## src/rtl/timer_pkg.sv

```systemverilog
// Shared timer definitions: TCR field positions, clock-select encodings and
// the register addresses also used by the APB register block.
package timer_pkg;

  localparam int unsigned ADDR_W   = 8;
  localparam int unsigned CKS_W    = 2;

  localparam int unsigned LOAD_BIT = 7;
  localparam int unsigned UPDN_BIT = 5;
  localparam int unsigned EN_BIT   = 4;
  localparam int unsigned CKS_LSB  = 0;

  typedef enum logic [CKS_W-1:0] {
    CKS_DIV2  = 2'b00,
    CKS_DIV4  = 2'b01,
    CKS_DIV8  = 2'b10,
    CKS_DIV16 = 2'b11
  } cks_e;

  localparam logic [ADDR_W-1:0] ADDR_TDR = 8'h00;
  localparam logic [ADDR_W-1:0] ADDR_TCR = 8'h01;
  localparam logic [ADDR_W-1:0] ADDR_TSR = 8'h02;

endpackage

```

## src/rtl/timer_prescaler.sv

```systemverilog
// Clock prescaler: emits a one-cycle tick every 2^(cks+1) pclk while enabled,
// restarting its phase on disable, load or any clock-select change.
module timer_prescaler
  import timer_pkg::*;
#(
  parameter int unsigned DIV_W = 4
) (
  input  logic             pclk,
  input  logic             prst,
  input  logic             en,
  input  logic             load,
  input  logic [CKS_W-1:0] cks,
  output logic             tick
);

  logic [DIV_W-1:0] div_cnt_q;
  logic [DIV_W-1:0] div_cnt_d;
  logic [DIV_W-1:0] div_max;
  logic [CKS_W-1:0] cks_q;
  logic             run;

  always_comb begin
    div_max = DIV_W'(1);
    case (cks)
      CKS_DIV2:  div_max = DIV_W'(1);
      CKS_DIV4:  div_max = DIV_W'(3);
      CKS_DIV8:  div_max = DIV_W'(7);
      CKS_DIV16: div_max = DIV_W'(15);
      default:   div_max = DIV_W'(1);
    endcase
  end

  // A clock-select change suppresses the tick so the old phase never leaks
  // into the new period.
  always_comb begin
    run       = en & ~load & (cks == cks_q);
    tick      = run & (div_cnt_q == div_max);
    div_cnt_d = '0;
    if (run && (div_cnt_q != div_max)) begin
      div_cnt_d = div_cnt_q + DIV_W'(1);
    end
  end

  always_ff @(posedge pclk or posedge prst) begin
    if (prst) begin
      div_cnt_q <= '0;
      cks_q     <= '0;
    end else begin
      div_cnt_q <= div_cnt_d;
      cks_q     <= cks;
    end
  end

endmodule

```

## src/rtl/timer_counter.sv

```systemverilog
// Timer counting core: loadable up/down counter advanced by the prescaler tick,
// with registered single-cycle overflow/underflow pulses.
module timer_counter
  import timer_pkg::*;
#(
  parameter int unsigned WIDTH = 8,
  parameter int unsigned DIV_W = 4
) (
  input  logic             pclk,
  input  logic             prst,
  input  logic [WIDTH-1:0] tdr,
  input  logic             load,
  input  logic             up_dn,
  input  logic             en,
  input  logic [CKS_W-1:0] cks,
  output logic [WIDTH-1:0] tcnt,
  output logic             ovf,
  output logic             udf
);

  logic             tick;
  logic [WIDTH-1:0] tcnt_q;
  logic [WIDTH-1:0] tcnt_d;
  logic             ovf_q;
  logic             ovf_d;
  logic             udf_q;
  logic             udf_d;

  timer_prescaler #(
    .DIV_W(DIV_W)
  ) u_prescaler (
    .pclk(pclk),
    .prst(prst),
    .en  (en),
    .load(load),
    .cks (cks),
    .tick(tick)
  );

  // Load wins over counting; pulses flag the wrap in the same cycle it shows.
  always_comb begin
    tcnt_d = tcnt_q;
    ovf_d  = 1'b0;
    udf_d  = 1'b0;
    if (load) begin
      tcnt_d = tdr;
    end else if (tick) begin
      if (!up_dn) begin
        tcnt_d = tcnt_q + WIDTH'(1);
        ovf_d  = (tcnt_q == '1);
      end else begin
        tcnt_d = tcnt_q - WIDTH'(1);
        udf_d  = (tcnt_q == '0);
      end
    end
  end

  always_ff @(posedge pclk or posedge prst) begin
    if (prst) begin
      tcnt_q <= '0;
      ovf_q  <= 1'b0;
      udf_q  <= 1'b0;
    end else begin
      tcnt_q <= tcnt_d;
      ovf_q  <= ovf_d;
      udf_q  <= udf_d;
    end
  end

  assign tcnt = tcnt_q;
  assign ovf  = ovf_q;
  assign udf  = udf_q;

endmodule
```

## config.mk

```make
export PLATFORM = sky130hd
export DESIGN_NAME = timer_counter
export DESIGN_NICKNAME = d
export VERILOG_FILES = /design/src/rtl/timer_pkg.sv /design/src/rtl/timer_prescaler.sv /design/src/rtl/timer_counter.sv
export SDC_FILE = /design/constraint.sdc
export NUM_CORES = 1
export LEC_CHECK = 0
export ABC_AREA = 1
export CAP_MARGIN = 25
export CORE_MARGIN = 2
export CORE_UTILIZATION = 50
export CTS_CLUSTER_DIAMETER = 150
export CTS_CLUSTER_SIZE = 40
export DETAILED_ROUTE_END_ITERATION = 12
export GPL_ROUTABILITY_DRIVEN = 0
export PLACE_DENSITY = 0.83
export SLEW_MARGIN = 10
export SYNTH_ARGS = -nofsm -noshare
export SYNTH_HDL_FRONTEND = slang
export SYNTH_SLANG_ARGS = --single-unit
```

## constraint.sdc

```tcl
create_clock -name pclk -period 1.9 [get_ports pclk]
set_input_delay 0.38 -clock pclk [delete_from_list [all_inputs] [get_ports pclk]]
set_output_delay 0.38 -clock pclk [all_outputs]
set_load 0.005 [all_outputs]
```

==> results of run 1 <==
==> layout make-up <==
type                            count  area (um^2)  area share
Clock buffer                        4         36.3      0.0233
Inverter                           24         93.8      0.0604
Multi-Input combinational cell    123          658       0.424
Sequential cell                    16          400       0.258
Tap cell                           28         35.0      0.0225
Timing Repair Buffer               36          330       0.213
==> routing by layer <==
metal / wire length [um] / GRT usage / vias up
met5: 0 / 0 / -
met4: 7 / 0.0614 / 0
met3: 129 / 0.0517 / 4
met2: 1370 / 0.424 / 29
met1: 1240 / 0.318 / 541
li1: - / - / 599
==> power groups by stage <==
| stage | registers, uW | clock network [uW] | logic [uW] |
|---|---|---|---|
| after floorplan | 409 | 0 | 230 |
| after global placement | 417 | 0 | 393 |
| after detailed placement | 417 | 0 | 409 |
| after CTS | 410 | 231 | 411 |
| after global routing | 416 | 253 | 479 |
| final | 411 | 227 | 422 |
==> cells in the mapped netlist (2+ instances only) <==
master	count
nor2_2	2
o21ai_0	4
nor3_1	2
nor2_1	13
o21ai_1	2
ha_1	7
inv_1	21
nand3b_1	2
dfrtp_1	16
or2_2	4
a21oi_1	2
nand3_1	18
a21o_1	2
nor4_1	2
nand4_1	2
nand2_1	54
==> cells by family after synthesis <==
logic type / after synthesis
xor gates and xnor gates: 2
AOI/OAI and AO/OA: 11
DFF: 16
adders and majority gates: 8
and+or+nand+nor: 102
buffers and inverters: 25
==> critical path, stage by stage <==
cell and delay [ns]:
clkdlybuf4s50_1 0.44, buf_4 0.18, ha_1 0.36, nand2_1 0.10, nand2_1 0.07, a21oi_2 0.16
nand2_1 0.07, nand2_1 0.06, nand3_1 0.06, nand3_1 0.07, nand2_1 0.05
==> stage by stage <==
stage	area, um^2	instances
after floorplan	1140	164
after global placement	1510	227
after detailed placement	1510	227
after CTS	1540	231
after global routing	1550	231
final	1550	231
==> how the worst max path moves through the flow <==
stage / startpoint / endpoint / slack (ns) / cells past startpoint
floorplan: tcnt[3] / tcnt[4] / 0.41 / 7
global placement: up_dn / tcnt[7] / -0.24 / 10
detailed placement: up_dn / tcnt[5] / -0.29 / 10
CTS: up_dn / tcnt[5] / 0.01 / 10
global route: up_dn / tcnt[6] / -0.03 / 10
finish: up_dn / tcnt[7] / 0.07 / 11
==> repair_timing <==
item	in CTS	in global routing
resized for setup	0	5
endpoints found under the hold margin	0	0
endpoints found under the setup margin	0	5
==> sequential cells by signal, indices dropped and copies added (netlist names) <==
name / cells
ovf: 1
tcnt: 8
udf: 1
u_prescaler.div_cnt_q: 4
u_prescaler.cks_q: 2
==> cell usage in the layout (no fill, tap or decap), drive strengths merged <==
| master | Yosys | routed |
|---|---|---|
| nand2 | 55 | 55 |
| clkdlybuf4s50 | 0 | 24 |
| inv | 23 | 23 |
| nand3 | 19 | 19 |
| dfrtp | 16 | 16 |
| nor2 | 15 | 15 |
| buf | 0 | 12 |
| ha | 7 | 7 |
| o21ai | 6 | 6 |
| or2 | 4 | 4 |
| clkbuf | 1 | 4 |
| a21oi | 3 | 3 |
| nand3b | 2 | 2 |
| nor4 | 2 | 2 |
| nand4 | 2 | 2 |
| nor3 | 2 | 2 |
| a21o | 2 | 2 |
| clkinv | 1 | 1 |
| xnor2 | 1 | 1 |
| xor2 | 1 | 1 |
| nor3b | 1 | 1 |
| fa | 1 | 1 |
==> results by group, run 1 <==
Critical path
  • R2R depth: 10
  • Crit Path Category: in2reg
  • Arrival time at the worst endpoint: 2.01 ns
  • Setup crit end kind: flip-flop
  • Critical path fanouts, max: 6
  • CP required: 2.09 ns
  • Reg-to-Reg End: tcnt[6]
  • FF-to-FF setup slack: 0.27 ns
  • RR Startpoint: tcnt[0]
  • Worst setup SP type: input port

CTS
  • Post-CTS Setup Inserts: 0
  • CTS sink count: 16
  • Clock latency on the worst-skew pair: 0.29 ns
  • Clk pin slew, worst setup/hold paths: 0.10 ns
  • CTS root buf: clkbuf_4
  • CTS tree: done
  • # hold bufs at CTS: 0
  • H-tree depth: 1
  • Clock Tree Buf Depth: 2
  • CTS Buf Count: 3

Route
  • DRC Markers: 0
  • Pre-antenna DRT Iters: 4
  • WL/cell: about 12 um
  • Drt total wl: 2.74 mm
  • Total vias in the final route: between 1,000 and 1,500
  • Via-to-Cell Ratio: 5.08
  • Routed Antenna Nets: 0
  • DRT iter0 DRCs: 8

Synthesis
  • Register area share after synthesis: 0.350
  • Post-synthesis adder-cell area fraction: 0.0940
  • Largest family of logic cells by synthesized area: simple AND/OR/NAND/NOR gates
  • Yosys warns: 0
  • Top_reg_cell synth: dfrtp_1
  • Multiplexer area fraction after synthesis: 0
  • Compound-Gate Fraction of Synth Area: 0.0557
  • Synth unique cells: 27
  • Asr flop ratio synth: 1.00
  • Syn Nets: 187
  • Synthesized flop and latch total: 16
  • Synthesized area: 0.00114 mm^2
  • Avg Cell Area, Syn: 6.98 um^2
  • Mapped Cells: 164
  • Largest area contributor in the netlist: dfrtp_1
  • Post-synth EDFFs: 0
  • Simple-gate portion of the synthesized area: 0.400
  • Top post-synthesis cells by area: dfrtp_1, nand2_1, nand3_1, ha_1, inv_1
  • Post-synth top area share: 0.350
  • XOR/XNOR share of the synthesized area: 0.0153

Global route
  • GRT Residual Overflow: 0
  • Vias in the first global route: ~1,200
  • Pin count of the biggest net entering global routing: 17
  • First-pass GRT wire length: 5.02 mm
  • Initial antenna violation count: 0
  • Overall routing resource usage: 0.248

Die
  • Total die area: 0.00269 mm^2
  • Initial Util: 0.523
  • Top Ports: 25
  • Horiz. Die Dim: a little over 50 um
  • Die outline height: approximately 52 um
  • Core Box Area: 0.00219 mm^2
  • Site Rows: 17

Power
  • Clk network pwr share: 0.214
  • Net Sw Power: 358 uW
  • Pwr per Cell Area: 682 mW/mm^2
  • P_leak: 0.000800 uW
  • Logic pwr share: 0.398
  • Sw Share: 0.338
  • Power Internal: 702 uW
  • Tot Pwr: 1060 uW
  • Worst vdd ir: between 0.5 and 0.6 mV
  • Sequential share of power: 0.388

Final layout
  • Area delta synth->final: 35.7%
  • Diodes inserted: 0
  • Final core occ: 0.709
  • Layout Nets: 227
  • Fillcell total: 179
  • Share of layout cells above drive strength 1: 0.158

STA
  • Clock skew: 0.00304 ns
  • Final worst slack: roughly 0.075 ns
  • Slew @ Worst Pin: 0.612 ns
  • Setup TNS: 0 ns
  • Fin Hold WS: 0.453 ns
  • Endpoints failing setup: 0
  • Slew Viols, Final: 0
  • Fin crit share: 0.961
  • Unrepaired setup endpoints after global routing: yes
  • Slew margin rel.: 0.591
  • Max Fclk: 548 MHz
  • Fin. Hold Viols: 0
  • Tmin final: 1.83 ns

Place
  • Worst slack at placement: -0.287 ns
  • DP HPWL: between 2 and 2.5 mm
  • Count of input and output buffers: 24

Min path
  • Hold Crit Class: in2async

Job
  • Max_cap viols: 0

Run status
  • Outcome: finished clean
(Power assumes the default switching activity.)
==> inputs of run 2 (changes only) <==
- CORE_UTILIZATION: 50 -> 45
- PLACE_DENSITY: 0.83 -> 0.79
- clock period: 1.9 -> 1.5 ns (I/O delays scaled with it)
==> run 2 against run 1 <==
Against the previous run: the flow now finishes with violations (negative setup slack); design area grew 16%; non-clock buffer count rose by 17; global-route usage increased by 0.24 points; first-iteration DRC count increased to 5.6 times the previous value; largest cell class unchanged; largest power group unchanged.
==> results by group, run 2 (synthesized netlist as in run 1, its figures left out) <==
Run status
  • Outcome: complete, but fails checks (was finished clean)
  • Violated checks: negative setup slack

Critical path
  • RR Startpoint: tcnt[1] (was tcnt[0])
  • CP required: 1.75 ns (was 2.09 ns)
  • Worst setup SP type: flip-flop (was input port)
  • Crit-path max cell delay: 0.40 ns (was 0.44 ns)
  • Buf+Inv Stages, Crit Path: 2 (unchanged)
  • CP max stage cell: dfrtp_1 (was clkdlybuf4s50_1)
  • Critical Path Stages: 11 (unchanged)
  • CP top delay family: simple AND/OR/NAND/NOR gates (was buffers and inverters)
  • Setup crit end kind: flip-flop (unchanged)
  • Critical path fanouts, max: 3 (was 6)
  • Reg-to-Reg End: tcnt[6] (unchanged)
  • Crit Path Category: reg2reg (was in2reg)
  • R2R depth: 11 (was 10)
  • FF-to-FF setup slack: -0.04 ns (was 0.27 ns)
  • Crit path top cell by count: nand2_1 (unchanged)
  • Arrival time at the worst endpoint: 1.79 ns (was 2.01 ns)
  • CP Cell Sequence: inv_2 > fa_2 > inv_2 > nand2_2 > nand2_2 > nand3b_1 > nand2_1 > nand2_1 > nand3_1 > nand3_1 > nand2_1 (was clkdlybuf4s50_1 > buf_4 > ha_1 > nand2_1 > nand2_1 > a21oi_2 > nand2_1 > nand2_1 > nand3_1 > nand3_1 > nand2_1)

STA
  • Unrepaired setup endpoints after global routing: yes (unchanged)
  • Slew margin rel.: 0.705 (was 0.591)
  • Max Fclk: between 600 and 700 MHz
  • Slew Viols, Final: 0 (unchanged)
  • Fin. Hold Viols: 0 (unchanged)
  • Slew @ Worst Pin: 0.438 ns (was 0.612 ns)
  • Tmin final: ~1.5 ns
  • Final worst slack: -0.0392 ns (was 0.0747 ns)
  • Fin crit share: 1.03
  • Endpoints failing setup: 2 (was 0)
  • Clock skew: 0.00955 ns (was 0.00304 ns)

Power
  • P_leak: 0.000920 uW (was 0.000800 uW)
  • Clk network pwr share: 0.204 (was 0.214)
  • Sw Share: 0.357 (was 0.338)
  • Logic pwr share: 0.475 (was 0.398)
  • Worst vdd ir: 0.609 mV (was 0.591 mV)
  • Sequential share of power: 0.321 (was 0.388)
  • Power Internal: 1000 uW (was 702 uW)
  • Pwr per Cell Area: 866 mW/mm^2 (was 682 mW/mm^2)
  • Net Sw Power: 555 uW (was 358 uW)

Route
  • DRC Markers: 0 (unchanged)
  • Drt total wl: 3.50 mm (was 2.74 mm)
  • Wl on met1: 1.38 mm (was 1.24 mm)
  • Metal3 WL: 261 um (was 129 um)
  • Via-to-Cell Ratio: 5.27 (was 5.08)
  • Met2 wire length: 1.81 mm (was 1.37 mm)
  • Pre-antenna DRT Iters: 4 (unchanged)
  • DRT iter0 DRCs: 45 (was 8)
  • Total vias in the final route: 1,324 (was 1,173)
  • Routed Antenna Nets: 0 (unchanged)
  • WL/cell: 13.9 um (was 11.9 um)
  • Uppermost layer routed: met4 (unchanged)

Place
  • Count of input and output buffers: 24 (unchanged)
  • DP HPWL: 2.24 mm (was 2.18 mm)
  • Worst slack at placement: -0.618 ns (was -0.287 ns)

Final layout
  • Most frequent cells in the layout: nand2_1, buf_4, inv_1 (was nand2_1, clkdlybuf4s50_1, inv_1)
  • Fillcell total: 175 (was 179)
  • Share of layout cells above drive strength 1: 0.299 (was 0.158)
  • Final core occ: 0.732 (was 0.709)
  • Storage cell area: 400 um^2 (unchanged)
  • Diodes inserted: 0 (unchanged)
  • Area delta synth->final: 56.9% (was 35.7%)
  • Most common cell after layout, fill and taps aside: nand2_1 (unchanged)
  • Max reg flops: 8 (unchanged)
  • Footprint of the multi-input gates: 772 um^2 (was 658 um^2)
  • Layout Nets: 245 (was 227)

Min path
  • Hold Crit Class: in2async (unchanged)

Die
  • Total die area: 0.00296 mm^2 (was 0.00269 mm^2)
  • Site Rows: 18 (was 17)
  • Top Ports: 25 (unchanged)
  • Initial Util: 0.466 (was 0.523)
  • Die outline height: 54.4 um (was 51.9 um)
  • Core Box Area: 0.00245 mm^2 (was 0.00219 mm^2)
  • Horiz. Die Dim: 54.4 um (was 51.9 um)

CTS
  • H-tree depth: 1 (unchanged)
  • Clock latency on the worst-skew pair: 0.31 ns (was 0.29 ns)
  • CTS sink count: 16 (unchanged)
  • Clk pin slew, worst setup/hold paths: 0.12 ns (was 0.10 ns)
  • Clock Tree Buf Depth: 2 (unchanged)
  • CTS Buf Count: 3 (unchanged)
  • CTS tree: done (unchanged)
  • CTS root buf: clkbuf_4 (unchanged)

Global route
  • Vias in the first global route: 1,202 (was 1,192)
  • Pin count of the biggest net entering global routing: 17 (unchanged)
  • Overall routing resource usage: 0.250 (was 0.248)
  • First-pass GRT wire length: 5.22 mm (was 5.02 mm)
  • Initial antenna violation count: 0 (unchanged)
  • GRT Residual Overflow: 0 (unchanged)

Job
  • Max_cap viols: 0 (unchanged)
run 2: worst min-delay path, delay by kind of cell:
| family | cells | cell delay [ns] |
|---|---|---|
| buf+inv | 3 | 0.68 |
run 2: metrics by stage:
| step | setup TNS (ns) | area, um^2 | hold slack (ns) | std cells | power, uW |
|---|---|---|---|---|---|
| 3_5_place_dp | -4.71 | 1570 | 0.493 | 237 | 1090 |
| 6_report | -0.0450 | 1800 | 0.291 | 251 | 1560 |
| 5_1_grt | -0.342 | 1800 | 0.299 | 251 | 1660 |
| 3_3_place_gp | -4.01 | 1570 | 0.475 | 237 | 1070 |
| 4_1_cts | -0.0426 | 1700 | 0.306 | 248 | 1450 |
| 2_1_floorplan | 0 | 1140 | 0.214 | 164 | 809 |
run 2: per-layer routing:
| metal | global-route usage | vias up |
|---|---|---|
| met5 | 0 | - |
| met3 | 0.0519 | 7 |
| met1 | 0.315 | 621 |
| met2 | 0.426 | 58 |
| li1 | - | 638 |
| met4 | 0.0792 | 0 |
run 2: cell type report:
| class | instances | area share |
|---|---|---|
| multi-input combinational | 124 | 0.430 |
| clock buffer | 4 | 0.0202 |
| sequential | 16 | 0.223 |
| tap | 30 | 0.0209 |
| timing repair buffer | 53 | 0.254 |
| inverter | 24 | 0.0522 |
run 2: worst max-delay path by stage:
stage,end,slack (ns),from
2_1_floorplan,tcnt[4],0.009,tcnt[3]
3_3_place_gp,tcnt[6],-0.58,up_dn
3_5_place_dp,tcnt[6],-0.62,up_dn
4_1_cts,tcnt[6],-0.03,tcnt[0]
5_1_grt,tcnt[6],-0.15,tcnt[1]
6_report,tcnt[6],-0.04,tcnt[1]
run 2: repair_timing:
| action | in CTS | in global routing |
|---|---|---|
| gates cloned | 1 | 0 |
| hold buffers | 0 | 0 |
| buffers inserted | 6 | 3 |
| gates resized for setup | 18 | 23 |
| pin swaps | 3 | 9 |
| setup endpoints to repair | 15 | 7 |
run 2: power groups by stage:
stage | Sequential, uW | Combinational [uW] | Clock [uW]
finish | 499 | 740 | 317
global route | 504 | 812 | 341
CTS | 495 | 637 | 317
detailed placement | 506 | 582 | 0
global placement | 504 | 566 | 0
floorplan | 518 | 291 | 0
